$ cat config.mk
export PLATFORM = sky130hd
export DESIGN_NAME = rll_key_unit_flat
export DESIGN_NICKNAME = d
export VERILOG_FILES = /design/src/rtl/rll_key_unit_if.sv /design/src/rtl/rll_key_unit.sv /design/src/flat_wrapper.sv
export SDC_FILE = /design/constraint.sdc
export NUM_CORES = 1
export LEC_CHECK = 0
export ABC_AREA = 1
export BUFFER_PORTS_ARGS = -buffer_cell sky130_fd_sc_hd__buf_2
export CORE_UTILIZATION = 45
export CTS_BUF_LIST = sky130_fd_sc_hd__clkbuf_2 sky130_fd_sc_hd__clkbuf_4 sky130_fd_sc_hd__clkbuf_8
export DETAILED_ROUTE_END_ITERATION = 8
export PLACE_DENSITY = 0.63
export SETUP_SLACK_MARGIN = 0.15
export SLEW_MARGIN = 30
export SYNTH_ARGS = -nofsm -noshare
export SYNTH_HDL_FRONTEND = slang
export SYNTH_SLANG_ARGS = --single-unit
$ cat constraint.sdc
create_clock -name clk -period 2.4 [get_ports clk]
set_clock_uncertainty 0.05 [all_clocks]
set_input_delay 0.36 -clock clk [delete_from_list [all_inputs] [get_ports clk]]
set_output_delay 0.36 -clock clk [all_outputs]
set_load 0.02 [all_outputs]
$ cat src/rtl/rll_key_unit_if.sv
// Key-delivery and locked-wire bundle for rll_key_unit.
// The master drives the key stream and lock_in; the slave returns the gated wires and status.
interface rll_key_unit_if #(
  parameter int unsigned KEY_WIDTH = 16
);
  logic                 key_load_start;
  logic                 key_valid;
  logic                 key_sdi;
  logic                 key_last;
  logic [KEY_WIDTH-1:0] lock_in;
  logic [KEY_WIDTH-1:0] lock_out;
  logic                 key_ready;
  logic                 key_err;
  logic                 busy;

  modport master (
    output key_load_start, key_valid, key_sdi, key_last, lock_in,
    input  lock_out, key_ready, key_err, busy
  );

  modport slave (
    input  key_load_start, key_valid, key_sdi, key_last, lock_in,
    output lock_out, key_ready, key_err, busy
  );
endinterface

$ cat src/rtl/rll_key_unit.sv
// Serially loaded, parity-checked, double-buffered key register driving a bank
// of XOR/XNOR key gates on the locked wires of an rll16 core.
module rll_key_unit #(
  parameter int unsigned          KEY_WIDTH = 16,
  parameter logic [KEY_WIDTH-1:0] INV_MASK  = '0,
  parameter logic [KEY_WIDTH-1:0] RESET_KEY = '0
) (
  input  logic            clk,
  input  logic            rst,
  rll_key_unit_if.slave   bus
);

  localparam int unsigned          CNT_W   = $clog2(KEY_WIDTH + 1);
  localparam logic [CNT_W-1:0]     CNT_MAX = CNT_W'(KEY_WIDTH);

  typedef enum logic [1:0] {IDLE, SHIFT, CHECK, ERR} state_t;

  state_t               state_q, state_n;
  logic [CNT_W-1:0]     cnt_q, cnt_n;
  logic [KEY_WIDTH-1:0] shift_q, shift_n;
  logic                 parity_q, parity_n;
  logic [KEY_WIDTH-1:0] active_key_q, active_key_n;
  logic                 key_ready_q, key_ready_n;
  logic [KEY_WIDTH-1:0] lock_out_q;

  always_ff @(posedge clk or posedge rst) begin
    if (rst) begin
      state_q      <= IDLE;
      cnt_q        <= '0;
      shift_q      <= '0;
      parity_q     <= 1'b0;
      active_key_q <= RESET_KEY;
      key_ready_q  <= 1'b0;
      lock_out_q   <= '0;
    end else begin
      state_q      <= state_n;
      cnt_q        <= cnt_n;
      shift_q      <= shift_n;
      parity_q     <= parity_n;
      active_key_q <= active_key_n;
      key_ready_q  <= key_ready_n;
      lock_out_q   <= bus.lock_in ^ active_key_q ^ INV_MASK;
    end
  end

  always_comb begin
    state_n      = state_q;
    cnt_n        = cnt_q;
    shift_n      = shift_q;
    parity_n     = parity_q;
    active_key_n = active_key_q;
    key_ready_n  = key_ready_q;

    // A start pulse restarts the frame from any state and wins over key_valid.
    if (bus.key_load_start) begin
      state_n  = SHIFT;
      cnt_n    = '0;
      shift_n  = '0;
      parity_n = 1'b0;
    end else begin
      case (state_q)
        SHIFT: begin
          if (bus.key_valid) begin
            if (cnt_q == CNT_MAX) begin
              parity_n = bus.key_sdi;
              state_n  = bus.key_last ? CHECK : ERR;
            end else begin
              for (int unsigned i = 0; i < KEY_WIDTH; i++) begin
                if (cnt_q == CNT_W'(i)) shift_n[i] = bus.key_sdi;
              end
              cnt_n = cnt_q + CNT_W'(1);
              if (bus.key_last) state_n = ERR;
            end
          end
        end
        CHECK: begin
          if ((^{shift_q, parity_q}) == 1'b0) begin
            active_key_n = shift_q;
            key_ready_n  = 1'b1;
            state_n      = IDLE;
          end else begin
            state_n = ERR;
          end
        end
        IDLE:    state_n = IDLE;
        ERR:     state_n = ERR;
        default: state_n = IDLE;
      endcase
    end
  end

  assign bus.lock_out  = lock_out_q;
  assign bus.key_ready = key_ready_q;
  assign bus.key_err   = (state_q == ERR);
  assign bus.busy      = (state_q == SHIFT) || (state_q == CHECK);

endmodule

$ cat src/flat_wrapper.sv
// flat-port wrapper written by rule: the top's interface ports become plain ports
module rll_key_unit_flat 
#(
  parameter int unsigned          KEY_WIDTH = 16,
  parameter logic [KEY_WIDTH-1:0] INV_MASK  = '0,
  parameter logic [KEY_WIDTH-1:0] RESET_KEY = '0
)
  (clk, rst, bus_key_load_start, bus_key_valid, bus_key_sdi, bus_key_last, bus_lock_in, bus_lock_out, bus_key_ready, bus_key_err, bus_busy);
  rll_key_unit_if #(.KEY_WIDTH(KEY_WIDTH)) bus_i ();
  input  logic clk;
  input  logic rst;
  input wire logic [$bits(bus_i.key_load_start)-1:0] bus_key_load_start;
  input wire logic [$bits(bus_i.key_valid)-1:0] bus_key_valid;
  input wire logic [$bits(bus_i.key_sdi)-1:0] bus_key_sdi;
  input wire logic [$bits(bus_i.key_last)-1:0] bus_key_last;
  input wire logic [$bits(bus_i.lock_in)-1:0] bus_lock_in;
  output wire logic [$bits(bus_i.lock_out)-1:0] bus_lock_out;
  output wire logic [$bits(bus_i.key_ready)-1:0] bus_key_ready;
  output wire logic [$bits(bus_i.key_err)-1:0] bus_key_err;
  output wire logic [$bits(bus_i.busy)-1:0] bus_busy;
  assign bus_i.key_load_start = bus_key_load_start;
  assign bus_i.key_valid = bus_key_valid;
  assign bus_i.key_sdi = bus_key_sdi;
  assign bus_i.key_last = bus_key_last;
  assign bus_i.lock_in = bus_lock_in;
  assign bus_lock_out = bus_i.lock_out;
  assign bus_key_ready = bus_i.key_ready;
  assign bus_key_err = bus_i.key_err;
  assign bus_busy = bus_i.busy;
  rll_key_unit #(.KEY_WIDTH(KEY_WIDTH), .INV_MASK(INV_MASK), .RESET_KEY(RESET_KEY)) u_core (.clk(clk), .rst(rst), .bus(bus_i));
endmodule
==> results of run 1 <==
## power groups by stage
| stage | clock (mW) | sequential [mW] | combinational (mW) |
|---|---|---|---|
| finish | 1.12 | 1.49 | 1.58 |
| global route | 1.18 | 1.54 | 1.79 |
| CTS | 1.15 | 1.50 | 1.56 |
| detailed placement | 0 | 1.51 | 1.56 |
| global placement | 0 | 1.51 | 1.52 |
| floorplan | 0 | 1.64 | 1.06 |
## timing repair
item	CTS	global route
setup endpoints to repair	0	10
resized for setup	0	0
hold endpoints to repair	0	0
setup buffers	0	0
## worst max-delay path by stage
stage,to,cells past startpoint,from
2_1_floorplan,u_core.active_key_q[0],1,rst
3_3_place_gp,u_core.active_key_q[15],10,u_core.shift_q[0]
3_5_place_dp,u_core.active_key_q[15],10,u_core.shift_q[0]
4_1_cts,u_core.active_key_q[15],10,u_core.shift_q[0]
5_1_grt,u_core.active_key_q[7],9,u_core.shift_q[0]
6_report,u_core.active_key_q[12],10,u_core.shift_q[11]
## metal layers
layer | wire length [um] | share of wire [%] | vias to the layer above | GRT usage [%]
li1 | - | - | 1261 | -
met1 | 2787 | 48 | 1033 | 22.74
met2 | 2609 | 45 | 65 | 25.65
met3 | 263 | 4.6 | 14 | 3.933
met4 | 109 | 1.9 | 0 | 9.553
met5 | 0 | 0 | - | 0
## cell usage after synthesis (2+ instances only)
library cell / count / share of area, %
sky130_fd_sc_hd__o21ai_2: 16 / 4.6
sky130_fd_sc_hd__buf_6: 3 / 1.1
sky130_fd_sc_hd__buf_2: 5 / 0.81
sky130_fd_sc_hd__ha_1: 9 / 3.7
sky130_fd_sc_hd__nand2_1: 105 / 13
sky130_fd_sc_hd__xor2_1: 16 / 4.6
sky130_fd_sc_hd__inv_1: 45 / 5.5
sky130_fd_sc_hd__a21oi_1: 35 / 5.7
sky130_fd_sc_hd__nand3_1: 10 / 1.6
sky130_fd_sc_hd__nand2_2: 17 / 3.5
sky130_fd_sc_hd__nor3_1: 2 / 0.33
sky130_fd_sc_hd__inv_2: 15 / 1.8
sky130_fd_sc_hd__nor2_1: 29 / 3.5
sky130_fd_sc_hd__nand3_2: 4 / 1.3
sky130_fd_sc_hd__dfrtp_1: 57 / 46
sky130_fd_sc_hd__o21ai_1: 2 / 0.33
## flip-flops by register name, indices dropped and copies added, names as in the netlist
register and cells:
u_core.cnt_q 5, u_core.parity_q 1, u_core.bus.lock_out 16, u_core.shift_q 16, u_core.state_q 2, u_core.active_key_q 16, u_core.bus.key_ready 1
## cells by family after synthesis
kind of cell | Yosys count
AND/OR/NAND/NOR | 170
buffers and inverters | 68
AO/OA/AOI/OAI | 58
flip-flops | 57
XOR/XNOR | 17
adder cells (fa/ha/maj) | 9
## through the flow
step           std cells  power [mW]  cell area [um^2]  hold slack, ns
6_report             507       4.198              3608       -0.006867
5_1_grt              507       4.501              3608         0.04430
4_1_cts              506       4.210              3592        0.002883
3_5_place_dp         490       3.072              3344          0.3698
3_3_place_gp         490       3.029              3344          0.3780
2_1_floorplan        379       2.701              3079          0.3920
## cell type report
type,count,area share [%]
sequential,57,39.53
multi-input combinational,255,38.38
timing repair buffer,42,6.311
inverter,60,6.241
clock buffer,11,4.022
clock inverter,5,2.843
tap,77,2.670
## critical path, delay by kind of cell (launching register included)
family | cells | cell delay [ns]
buf+inv | 1 | 0.13
compound gates | 1 | 0.07
flops | 1 | 0.42
simple gates | 8 | 1.28
==> metrics.txt, run 1 <==
# TYPE chip_impl_metric gauge
chip_impl_info{name="layout.cells.most_common",value="sky130_fd_sc_hd__nand2_1"} 1
chip_impl_metric{name="floorplan.initialDensity",unit="%"} 47.41
chip_impl_metric{name="chipHeight",unit="um"} 84.72
chip_impl_metric{name="synth.ff_latch_count",unit=""} 57
chip_impl_metric{name="detailedPlacementHpwl",unit="um"} 4121
chip_impl_metric{name="antenna_cells",unit=""} 0
chip_impl_metric{name="worst_pin_slew",unit="ns"} 0.6258
chip_impl_info{name="rsz0062_at_grt",value="no"} 1
chip_impl_metric{name="final.setup.tns",unit="ns"} 0
chip_impl_metric{name="synthesis.area_per_instance",unit="um^2"} 8.125
chip_impl_metric{name="grt_antenna_before_repair",unit=""} 0
chip_impl_metric{name="ant_nets",unit=""} 0
chip_impl_metric{name="grt_pass1_vias",unit=""} 2142
chip_impl_metric{name="finalCritPeriodShare",unit="%"} 86.60
chip_impl_metric{name="timing_hold_violations_final",unit=""} 22
chip_impl_metric{name="netlist_area",unit="mm^2"} 0.003079
chip_impl_metric{name="synth-edff-count",unit=""} 0
chip_impl_metric{name="cts_num_sinks",unit=""} 57
chip_impl_metric{name="power.switching",unit="mW"} 1.624
chip_impl_metric{name="share_of_final_layout_standard_cells_stronger_than_drive_strength_1",unit="%"} 26.98
chip_impl_info{name="critical_path.endpoint_type",value="flop"} 1
chip_impl_metric{name="grt_first_pass_wirelength",unit="um"} 9425
chip_impl_metric{name="ff2ff_path_depth",unit=""} 10
chip_impl_metric{name="max_slew_margin",unit="%"} 58.18
chip_impl_metric{name="sequential_fraction_of_the_synthesis_area",unit="%"} 46.32
chip_impl_metric{name="synth_compound_area_share",unit="%"} 11.66
chip_impl_metric{name="numPortBuffers",unit=""} 40
chip_impl_info{name="cts_root_buf",value="sky130_fd_sc_hd__clkbuf_8"} 1
chip_impl_metric{name="post-route-min-period",unit="ns"} 2.078
chip_impl_metric{name="synth.distinct_cells",unit=""} 25
chip_impl_metric{name="synth_xor_xnor_area_share",unit="%"} 4.835
chip_impl_metric{name="core",unit="mm^2"} 0.006495
chip_impl_metric{name="synth-async-reset-ratio",unit="%"} 100.0
chip_impl_metric{name="placementRows",unit=""} 29
chip_impl_metric{name="crit_arrival",unit="ns"} 2.24
chip_impl_info{name="violations",value="DRC, hold timing"} 1
chip_impl_metric{name="pwr_density_cell",unit="mW/mm^2"} 1163
chip_impl_metric{name="chipWidth",unit="um"} 84.72
chip_impl_metric{name="maximum_operating_frequency",unit="MHz"} 481.1
chip_impl_metric{name="p_seq_share",unit="%"} 35.6
chip_impl_metric{name="critPathRequiredTime",unit="ns"} 2.56
chip_impl_info{name="critical_path.cell_chain",value="inv_2, nand2_2, nand2_1, nand2_1, nand3_1, nand3_1, nand3_2, nand4_2, nand2_2, o21ai_2"} 1
chip_impl_info{name="worst-setup-path-type",value="flop to flop"} 1
chip_impl_metric{name="ctsHoldBuffers",unit=""} 0
chip_impl_metric{name="drcViolationCount",unit=""} 5
chip_impl_metric{name="swShare",unit="%"} 38.69
chip_impl_metric{name="cts.clk_slew.worst_paths",unit="ns"} 0.07
chip_impl_metric{name="overflow",unit=""} 0
chip_impl_metric{name="p_int",unit="mW"} 2.574
chip_impl_metric{name="setup_viol",unit=""} 0
chip_impl_metric{name="flow.area_growth_from_synthesis",unit="%"} 17.19
chip_impl_metric{name="yosys.area_share.simple",unit="%"} 24.30
chip_impl_metric{name="first_iter_violations",unit=""} 121
chip_impl_metric{name="routedWlPerCell",unit="um"} 11.38
chip_impl_info{name="critical-path-slowest-cell",value="sky130_fd_sc_hd__nand4_2"} 1
chip_impl_info{name="holdCritPathClass",value="input pin to async pin"} 1
chip_impl_metric{name="routed_wirelength",unit="um"} 5770
chip_impl_metric{name="critical-path-max-stage-delay",unit="ns"} 0.52
chip_impl_metric{name="timing.reg2reg.setup_slack",unit="ns"} 0.32
chip_impl_info{name="crit_path_start_kind",value="flop"} 1
chip_impl_metric{name="setup_ws",unit="ns"} 0.3216
chip_impl_metric{name="total_vias_in_the_final_route",unit=""} 2373
chip_impl_metric{name="viasPerCell",unit=""} 4.680
chip_impl_info{name="cts_tree",value="done"} 1
chip_impl_metric{name="layout.filler_cells",unit=""} 618
chip_impl_metric{name="yosys-mux-area-fraction",unit="%"} 0
chip_impl_metric{name="grt_util_all_layers",unit="%"} 17.06
chip_impl_metric{name="multi_input_comb_area",unit="mm^2"} 0.001385
chip_impl_info{name="postSynth.topFlopCell",value="sky130_fd_sc_hd__dfrtp_1"} 1
chip_impl_metric{name="whs",unit="ns"} -0.006867
chip_impl_metric{name="critical_path_peak_fanout",unit=""} 16
chip_impl_metric{name="finalWeightedCongestion",unit=""} 0.8387
chip_impl_info{name="layout.cells.most_common_list",value="sky130_fd_sc_hd__nand2_1, sky130_fd_sc_hd__dfrtp_1, sky130_fd_sc_hd__inv_1, sky130_fd_sc_hd__buf_2, sky130_fd_sc_hd__a21oi_1"} 1
chip_impl_metric{name="drv_cap",unit=""} 0
chip_impl_metric{name="numCtsBuffers",unit=""} 9
chip_impl_info{name="regToRegStartpoint",value="u_core.shift_q[11]"} 1
chip_impl_metric{name="comb_power_share",unit="%"} 37.7
chip_impl_info{name="synth_top_family_by_area",value="simple AND/OR/NAND/NOR gates"} 1
chip_impl_metric{name="yosys.area_share.adder",unit="%"} 3.657
chip_impl_metric{name="grt_start_max_net_pins",unit=""} 34
chip_impl_metric{name="preCtsSetupSlack",unit="ns"} 0.3179
chip_impl_metric{name="finalNetCount",unit=""} 456
chip_impl_metric{name="ir_worst_vdd",unit="mV"} 0.5106
chip_impl_metric{name="number_of_synthesis_warnings",unit=""} 0
chip_impl_info{name="outcome",value="complete, but fails checks"} 1
chip_impl_metric{name="htree_levels",unit=""} 3
chip_impl_metric{name="dr.pass1.iters",unit=""} 9
chip_impl_metric{name="ios",unit=""} 41
chip_impl_metric{name="synthesis.instances",unit=""} 379
chip_impl_metric{name="synthesis.nets",unit=""} 410
chip_impl_metric{name="die_area",unit="mm^2"} 0.007177
chip_impl_metric{name="cts.path.max_buffers",unit=""} 2
chip_impl_metric{name="slew_violations",unit=""} 0
chip_impl_metric{name="power_leakage",unit="nW"} 1.969
chip_impl_metric{name="area.sequential",unit="mm^2"} 0.001426
chip_impl_info{name="worstReg2RegEnd",value="u_core.active_key_q[12]"} 1
chip_impl_metric{name="clock_power_share",unit="%"} 26.7
chip_impl_metric{name="clk-insertion-delay-late",unit="ns"} 0.34
chip_impl_metric{name="post-route-util",unit="%"} 55.56
Power figures use the tool's default switching activity.
==> inputs of run 2 (changes only) <==
- CORE_ASPECT_RATIO: default -> 1.25
- SLEW_MARGIN: 30 -> default
==> metrics.txt, run 2 (same netlist as run 1, synthesis figures left out) <==
# TYPE chip_impl_metric gauge
chip_impl_info{name="outcome",value="finished clean"} 1
chip_impl_metric{name="pwr_density_cell",unit="mW/mm^2"} 1160
chip_impl_metric{name="p_seq_share",unit="%"} 35.6
chip_impl_metric{name="chipHeight",unit="um"} 94.49
chip_impl_metric{name="grt_first_pass_wirelength",unit="um"} 9977
chip_impl_metric{name="first_iter_violations",unit=""} 129
chip_impl_metric{name="power_leakage",unit="nW"} 1.964
chip_impl_metric{name="max_slew_margin",unit="%"} 56.90
chip_impl_metric{name="flow.area_growth_from_synthesis",unit="%"} 17.19
chip_impl_metric{name="layout.filler_cells",unit=""} 623
chip_impl_metric{name="drcViolationCount",unit=""} 0
chip_impl_metric{name="cts_num_sinks",unit=""} 57
chip_impl_metric{name="antenna_cells",unit=""} 0
chip_impl_metric{name="timing.reg2reg.setup_slack",unit="ns"} 0.34
chip_impl_metric{name="grt_antenna_before_repair",unit=""} 0
chip_impl_metric{name="ctsHoldBuffers",unit=""} 0
chip_impl_metric{name="swShare",unit="%"} 38.52
chip_impl_info{name="worst-setup-path-type",value="flop to flop"} 1
chip_impl_metric{name="comb_power_share",unit="%"} 37.7
chip_impl_metric{name="post-route-min-period",unit="ns"} 2.065
chip_impl_info{name="worstSetupEndpoint",value="u_core.active_key_q[9]"} 1
chip_impl_metric{name="grt_util_all_layers",unit="%"} 18.02
chip_impl_metric{name="overflow",unit=""} 0
chip_impl_metric{name="htree_levels",unit=""} 3
chip_impl_metric{name="viasPerCell",unit=""} 4.689
chip_impl_metric{name="multi_input_comb_area",unit="mm^2"} 0.001385
chip_impl_metric{name="cts.clk_slew.worst_paths",unit="ns"} 0.07
chip_impl_info{name="critical_path.endpoint_type",value="flop"} 1
chip_impl_metric{name="floorplan.initialDensity",unit="%"} 46.61
chip_impl_metric{name="cts.path.max_buffers",unit=""} 2
chip_impl_metric{name="core",unit="mm^2"} 0.006606
chip_impl_info{name="worstReg2RegEnd",value="u_core.active_key_q[9]"} 1
chip_impl_metric{name="clk-insertion-delay-late",unit="ns"} 0.34
chip_impl_info{name="crit_path_start_kind",value="flop"} 1
chip_impl_metric{name="ir_worst_vdd",unit="mV"} 0.4491
chip_impl_metric{name="clock_power_share",unit="%"} 26.6
chip_impl_metric{name="final.setup.tns",unit="ns"} 0
chip_impl_metric{name="layout.cell_area.non_filler",unit="mm^2"} 0.003608
chip_impl_metric{name="timing_hold_violations_final",unit=""} 0
chip_impl_metric{name="finalWeightedCongestion",unit=""} 0.8953
chip_impl_metric{name="crit_arrival",unit="ns"} 2.22
chip_impl_info{name="holdCritPathClass",value="input pin to async pin"} 1
chip_impl_metric{name="finalCritPeriodShare",unit="%"} 86.03
chip_impl_metric{name="ant_nets",unit=""} 0
chip_impl_metric{name="routedWlPerCell",unit="um"} 11.15
chip_impl_metric{name="drv_cap",unit=""} 0
chip_impl_metric{name="placementRows",unit=""} 33
chip_impl_metric{name="whs",unit="ns"} 0.01725
chip_impl_metric{name="grt_pass1_vias",unit=""} 2281
chip_impl_metric{name="preCtsSetupSlack",unit="ns"} 0.3536
chip_impl_metric{name="setup_ws",unit="ns"} 0.3352
chip_impl_metric{name="area.sequential",unit="mm^2"} 0.001426
chip_impl_metric{name="power.switching",unit="mW"} 1.612
chip_impl_metric{name="setup_viol",unit=""} 0
chip_impl_metric{name="numPortBuffers",unit=""} 40
chip_impl_metric{name="grt_start_max_net_pins",unit=""} 34
chip_impl_metric{name="total_power",unit="mW"} 4.184
chip_impl_info{name="layout.cells.most_common",value="sky130_fd_sc_hd__nand2_1"} 1
chip_impl_metric{name="slew_violations",unit=""} 0
chip_impl_metric{name="die_area",unit="mm^2"} 0.007179
chip_impl_info{name="cts_root_buf",value="sky130_fd_sc_hd__clkbuf_8"} 1
chip_impl_metric{name="routed_wirelength",unit="um"} 5765
chip_impl_metric{name="ios",unit=""} 41
chip_impl_info{name="rsz0062_at_grt",value="no"} 1
chip_impl_metric{name="dr.pass1.iters",unit=""} 4
chip_impl_info{name="layout.cells.most_common_list",value="sky130_fd_sc_hd__nand2_1, sky130_fd_sc_hd__dfrtp_1, sky130_fd_sc_hd__inv_1, sky130_fd_sc_hd__buf_2, sky130_fd_sc_hd__a21oi_1"} 1
chip_impl_info{name="regToRegStartpoint",value="u_core.shift_q[0]"} 1
chip_impl_metric{name="chipWidth",unit="um"} 75.99
chip_impl_info{name="cts_tree",value="done"} 1
chip_impl_metric{name="critPathRequiredTime",unit="ns"} 2.56
chip_impl_metric{name="total_vias_in_the_final_route",unit=""} 2424
chip_impl_metric{name="placed_area",unit="mm^2"} 0.003344
chip_impl_metric{name="post-cts-setup-buffers",unit=""} 0
chip_impl_metric{name="critical_path_peak_fanout",unit=""} 16
chip_impl_metric{name="finalNetCount",unit=""} 456
chip_impl_metric{name="numCtsBuffers",unit=""} 9
chip_impl_metric{name="ff2ff_path_depth",unit=""} 10
chip_impl_metric{name="p_int",unit="mW"} 2.572
chip_impl_info{name="setup.worst_path.start",value="u_core.shift_q[0]"} 1
chip_impl_metric{name="share_of_final_layout_standard_cells_stronger_than_drive_strength_1",unit="%"} 26.98
chip_impl_metric{name="maximum_operating_frequency",unit="MHz"} 484.3
chip_impl_metric{name="worst_pin_slew",unit="ns"} 0.6449
chip_impl_metric{name="detailedPlacementHpwl",unit="um"} 4170
run 2: cell counts in the layout (fill, tap and decap cells not counted):
Identical to the previous run, type by type.
run 2: how the worst min path moves through the flow:
stage                              end  slack, ns  depth (start not counted)               startpoint
3_5_place_dp   u_core.active_key_q[10]       0.39                          2                      rst
6_report             u_core.shift_q[7]       0.02                          2                      rst
3_3_place_gp    u_core.active_key_q[9]       0.39                          2                      rst
5_1_grt              u_core.shift_q[7]       0.07                          2                      rst
2_1_floorplan  u_core.bus.lock_out[13]       0.39                          1  u_core.active_key_q[13]
4_1_cts              u_core.shift_q[7]       0.03                          2                      rst
run 2: layer usage:
| metal | track usage (%) | routed length (um) | vias to the layer above |
|---|---|---|---|
| met5 | 0 | 0 | - |
| met4 | 10.26 | 139 | 0 |
| met3 | 4.928 | 260 | 10 |
| met2 | 31.29 | 2809 | 55 |
| met1 | 20.12 | 2555 | 1097 |
| li1 | - | - | 1262 |
run 2: worst max-delay path: stages, from the launching register on:
cell and delay, ns:
sky130_fd_sc_hd__dfrtp_1 0.41, sky130_fd_sc_hd__nor2_1 0.15, sky130_fd_sc_hd__nor2_1 0.07, sky130_fd_sc_hd__nand2_1 0.07, sky130_fd_sc_hd__nand2_1 0.06, sky130_fd_sc_hd__nand2_1 0.05, sky130_fd_sc_hd__nand2_1 0.10, sky130_fd_sc_hd__nand3_2 0.16
sky130_fd_sc_hd__nand4_2 0.53, sky130_fd_sc_hd__nand2_2 0.21, sky130_fd_sc_hd__o21ai_2 0.07
run 2: repair_timing:
item                                    in CTS  in global routing
hold endpoints to repair                     0                  0
endpoints found under the setup margin       0                  9
resized for setup                            0                  1
run 2: cell type report:
cell class                      count  area share, %
Clock inverter                      5          2.843
Inverter                           60          6.241
Clock buffer                       11          4.022
Sequential cell                    57          39.53
Tap cell                           87          3.017
Multi-Input combinational cell    255          38.38
Timing Repair Buffer               42          5.964
run 2: per-stage QoR:
step,cells,utilization (%)
3_5_place_dp,500,50.63
2_1_floorplan,379,-
5_1_grt,517,54.62
4_1_cts,516,54.37
6_report,517,54.62
3_3_place_gp,500,50.63
run 2: power by group through the flow:
| stage | sequential [mW] | combinational [mW] | clock, mW |
|---|---|---|---|
| CTS | 1.49 | 1.56 | 1.14 |
| finish | 1.49 | 1.58 | 1.11 |
| global route | 1.53 | 1.81 | 1.19 |
| floorplan | 1.64 | 1.06 | 0 |
| global placement | 1.50 | 1.52 | 0 |
| detailed placement | 1.51 | 1.55 | 0 |
==> inputs of run 3 (changes only) <==
- clock period: 2.4 -> 2.39 ns (I/O delays scaled with it)
==> metrics.txt, run 3 (same netlist as run 1, synthesis figures left out) <==
# TYPE chip_impl_metric gauge
chip_impl_info{name="outcome",value="finished clean"} 1
chip_impl_metric{name="post-route-util",unit="%"} 54.41
chip_impl_metric{name="setup_ws",unit="ns"} 0.3238
chip_impl_metric{name="cts.path.max_buffers",unit=""} 2
chip_impl_info{name="cts_tree",value="done"} 1
chip_impl_metric{name="routedWlPerCell",unit="um"} 11.24
chip_impl_metric{name="grt_first_pass_wirelength",unit="um"} 9922
chip_impl_metric{name="placed_area",unit="mm^2"} 0.003344
chip_impl_metric{name="grt_antenna_before_repair",unit=""} 0
chip_impl_metric{name="die_area",unit="mm^2"} 0.007179
chip_impl_metric{name="chipHeight",unit="um"} 94.49
chip_impl_info{name="holdCritPathClass",value="input pin to async pin"} 1
chip_impl_metric{name="detailedPlacementHpwl",unit="um"} 4156
chip_impl_metric{name="timing.reg2reg.setup_slack",unit="ns"} 0.32
chip_impl_info{name="rsz0062_at_grt",value="no"} 1
chip_impl_metric{name="numPortBuffers",unit=""} 40
chip_impl_metric{name="critical-path-max-stage-delay",unit="ns"} 0.53
chip_impl_metric{name="grt_start_max_net_pins",unit=""} 34
chip_impl_metric{name="ios",unit=""} 41
chip_impl_metric{name="core",unit="mm^2"} 0.006606
chip_impl_metric{name="finalNetCount",unit=""} 456
chip_impl_metric{name="timing_hold_violations_final",unit=""} 0
chip_impl_metric{name="chipWidth",unit="um"} 75.99
chip_impl_metric{name="max_slew_margin",unit="%"} 57.58
chip_impl_metric{name="critPathRequiredTime",unit="ns"} 2.54
chip_impl_info{name="worst_path_dominant_cell_family",value="simple AND/OR/NAND/NOR gates"} 1
chip_impl_metric{name="htree_levels",unit=""} 3
chip_impl_metric{name="floorplan.initialDensity",unit="%"} 46.61
chip_impl_metric{name="total_vias_in_the_final_route",unit=""} 2438
chip_impl_metric{name="grt_util_all_layers",unit="%"} 17.85
chip_impl_metric{name="slew_violations",unit=""} 0
chip_impl_metric{name="crit_arrival",unit="ns"} 2.22
chip_impl_metric{name="post-route-min-period",unit="ns"} 2.066
chip_impl_metric{name="viasPerCell",unit=""} 4.716
chip_impl_info{name="regToRegStartpoint",value="u_core.shift_q[0]"} 1
chip_impl_metric{name="antenna_cells",unit=""} 0
chip_impl_metric{name="cts_num_sinks",unit=""} 57
chip_impl_info{name="critical_path.endpoint_type",value="flop"} 1
chip_impl_metric{name="dr.pass1.iters",unit=""} 5
chip_impl_metric{name="cts_resized",unit=""} 0
chip_impl_metric{name="layout.cell_area.non_filler",unit="mm^2"} 0.003595
chip_impl_metric{name="cts.clk_slew.worst_paths",unit="ns"} 0.07
chip_impl_info{name="worst-setup-path-type",value="flop to flop"} 1
chip_impl_info{name="critical_path.cell_chain",value="nor2_1, nor2_1, nand2_1, nand2_1, nand2_1, nand2_1, nand3_2, nand4_2, nand2_2, o21ai_2"} 1
chip_impl_metric{name="ir_worst_vdd",unit="mV"} 0.4581
chip_impl_info{name="crit_path_start_kind",value="flop"} 1
chip_impl_info{name="layout.cells.most_common_list",value="sky130_fd_sc_hd__nand2_1, sky130_fd_sc_hd__dfrtp_1, sky130_fd_sc_hd__inv_1, sky130_fd_sc_hd__buf_2, sky130_fd_sc_hd__a21oi_1"} 1
chip_impl_info{name="cts_root_buf",value="sky130_fd_sc_hd__clkbuf_8"} 1
chip_impl_info{name="layout.cells.most_common",value="sky130_fd_sc_hd__nand2_1"} 1
chip_impl_metric{name="flow.area_growth_from_synthesis",unit="%"} 16.74
chip_impl_metric{name="final.setup.tns",unit="ns"} 0
chip_impl_metric{name="drv_cap",unit=""} 0
chip_impl_metric{name="routed_wirelength",unit="um"} 5810
chip_impl_metric{name="post-cts-setup-buffers",unit=""} 0
chip_impl_metric{name="overflow",unit=""} 0
chip_impl_metric{name="grt_pass1_vias",unit=""} 2304
chip_impl_metric{name="finalWeightedCongestion",unit=""} 0.8952
chip_impl_info{name="critical-path-slowest-cell",value="sky130_fd_sc_hd__nand4_2"} 1
chip_impl_metric{name="ctsHoldBuffers",unit=""} 0
chip_impl_metric{name="numCtsBuffers",unit=""} 9
chip_impl_metric{name="maximum_operating_frequency",unit="MHz"} 484.0
chip_impl_metric{name="pwr_density_cell",unit="mW/mm^2"} 1150
chip_impl_metric{name="worst_pin_slew",unit="ns"} 0.6347
chip_impl_metric{name="placementRows",unit=""} 33
chip_impl_metric{name="critPathBufInv",unit=""} 0
chip_impl_metric{name="setup_viol",unit=""} 0
chip_impl_metric{name="layout.filler_cells",unit=""} 624
chip_impl_metric{name="finalCritPeriodShare",unit="%"} 86.45
chip_impl_metric{name="ff2ff_path_depth",unit=""} 10
chip_impl_metric{name="first_iter_violations",unit=""} 133
chip_impl_metric{name="ant_nets",unit=""} 0
chip_impl_info{name="critical_path.most_common_cell",value="sky130_fd_sc_hd__nand2_1"} 1
chip_impl_info{name="worstReg2RegEnd",value="u_core.active_key_q[9]"} 1
chip_impl_metric{name="share_of_final_layout_standard_cells_stronger_than_drive_strength_1",unit="%"} 26.98
chip_impl_metric{name="preCtsSetupSlack",unit="ns"} 0.3474
chip_impl_metric{name="power_leakage",unit="nW"} 1.954
chip_impl_metric{name="drcViolationCount",unit=""} 0
chip_impl_metric{name="clk-insertion-delay-late",unit="ns"} 0.33
chip_impl_metric{name="critical_path_peak_fanout",unit=""} 16
-- run 3: cell types whose count changed in the layout (fill, tap and decap cells not counted), sizes merged --
cell / previous run / this run
clkinv: 1 / 0
clkbuf: 11 / 12
clkinvlp: 1 / 2
bufinv: 3 / 2
-- run 3: how the worst max path moves through the flow --
stage,startpoint,end,slack (ns),depth (start not counted)
detailed placement,u_core.shift_q[0],u_core.active_key_q[14],0.35,10
global placement,u_core.shift_q[14],u_core.active_key_q[15],0.38,10
global route,u_core.shift_q[8],u_core.active_key_q[8],0.17,11
CTS,u_core.shift_q[6],u_core.active_key_q[14],0.33,11
finish,u_core.shift_q[0],u_core.active_key_q[9],0.32,10
floorplan,rst,u_core.active_key_q[0],0.58,1
-- run 3: layout make-up --
class	instances	area, um^2	area share (%)
flip-flops and latches	57	1426	39.68
well taps	87	108.9	3.028
multi-input cells	255	1385	38.53
repair buffers	42	215.2	5.987
clock inverters	4	75.07	2.088
clock buffers	12	158.9	4.420
inverters	60	225.2	6.265
-- run 3: where the power goes --
group	internal [mW]	switching, mW
registers	1.28	0.213
logic	0.568	1.02
clock network	0.656	0.390
-- run 3: worst register-to-register path, stage by stage (launching register included) --
cell and delay, ns:
sky130_fd_sc_hd__dfrtp_1 0.42, sky130_fd_sc_hd__nor2_1 0.15, sky130_fd_sc_hd__nor2_1 0.07, sky130_fd_sc_hd__nand2_1 0.07
sky130_fd_sc_hd__nand2_1 0.06, sky130_fd_sc_hd__nand2_1 0.05, sky130_fd_sc_hd__nand2_1 0.10, sky130_fd_sc_hd__nand3_2 0.16
sky130_fd_sc_hd__nand4_2 0.53, sky130_fd_sc_hd__nand2_2 0.21, sky130_fd_sc_hd__o21ai_2 0.07
-- run 3: routing by layer --
metal | vias up | global-route usage (%) | part of all wire, %
met5 | - | 0 | 0
met4 | 0 | 11.54 | 2.5
met3 | 14 | 3.865 | 4.6
met2 | 57 | 31.36 | 49
met1 | 1102 | 19.74 | 44
li1 | 1265 | - | -
-- run 3: through the flow --
| stage | power, mW | hold WS, ns | cells |
|---|---|---|---|
| 4_1_cts | 4.135 | 0.02885 | 516 |
| 6_report | 4.133 | 0.01904 | 517 |
| 2_1_floorplan | 2.713 | 0.3920 | 379 |
| 3_5_place_dp | 3.079 | 0.3914 | 500 |
| 3_3_place_gp | 3.031 | 0.3891 | 500 |
| 5_1_grt | 4.473 | 0.06961 | 517 |
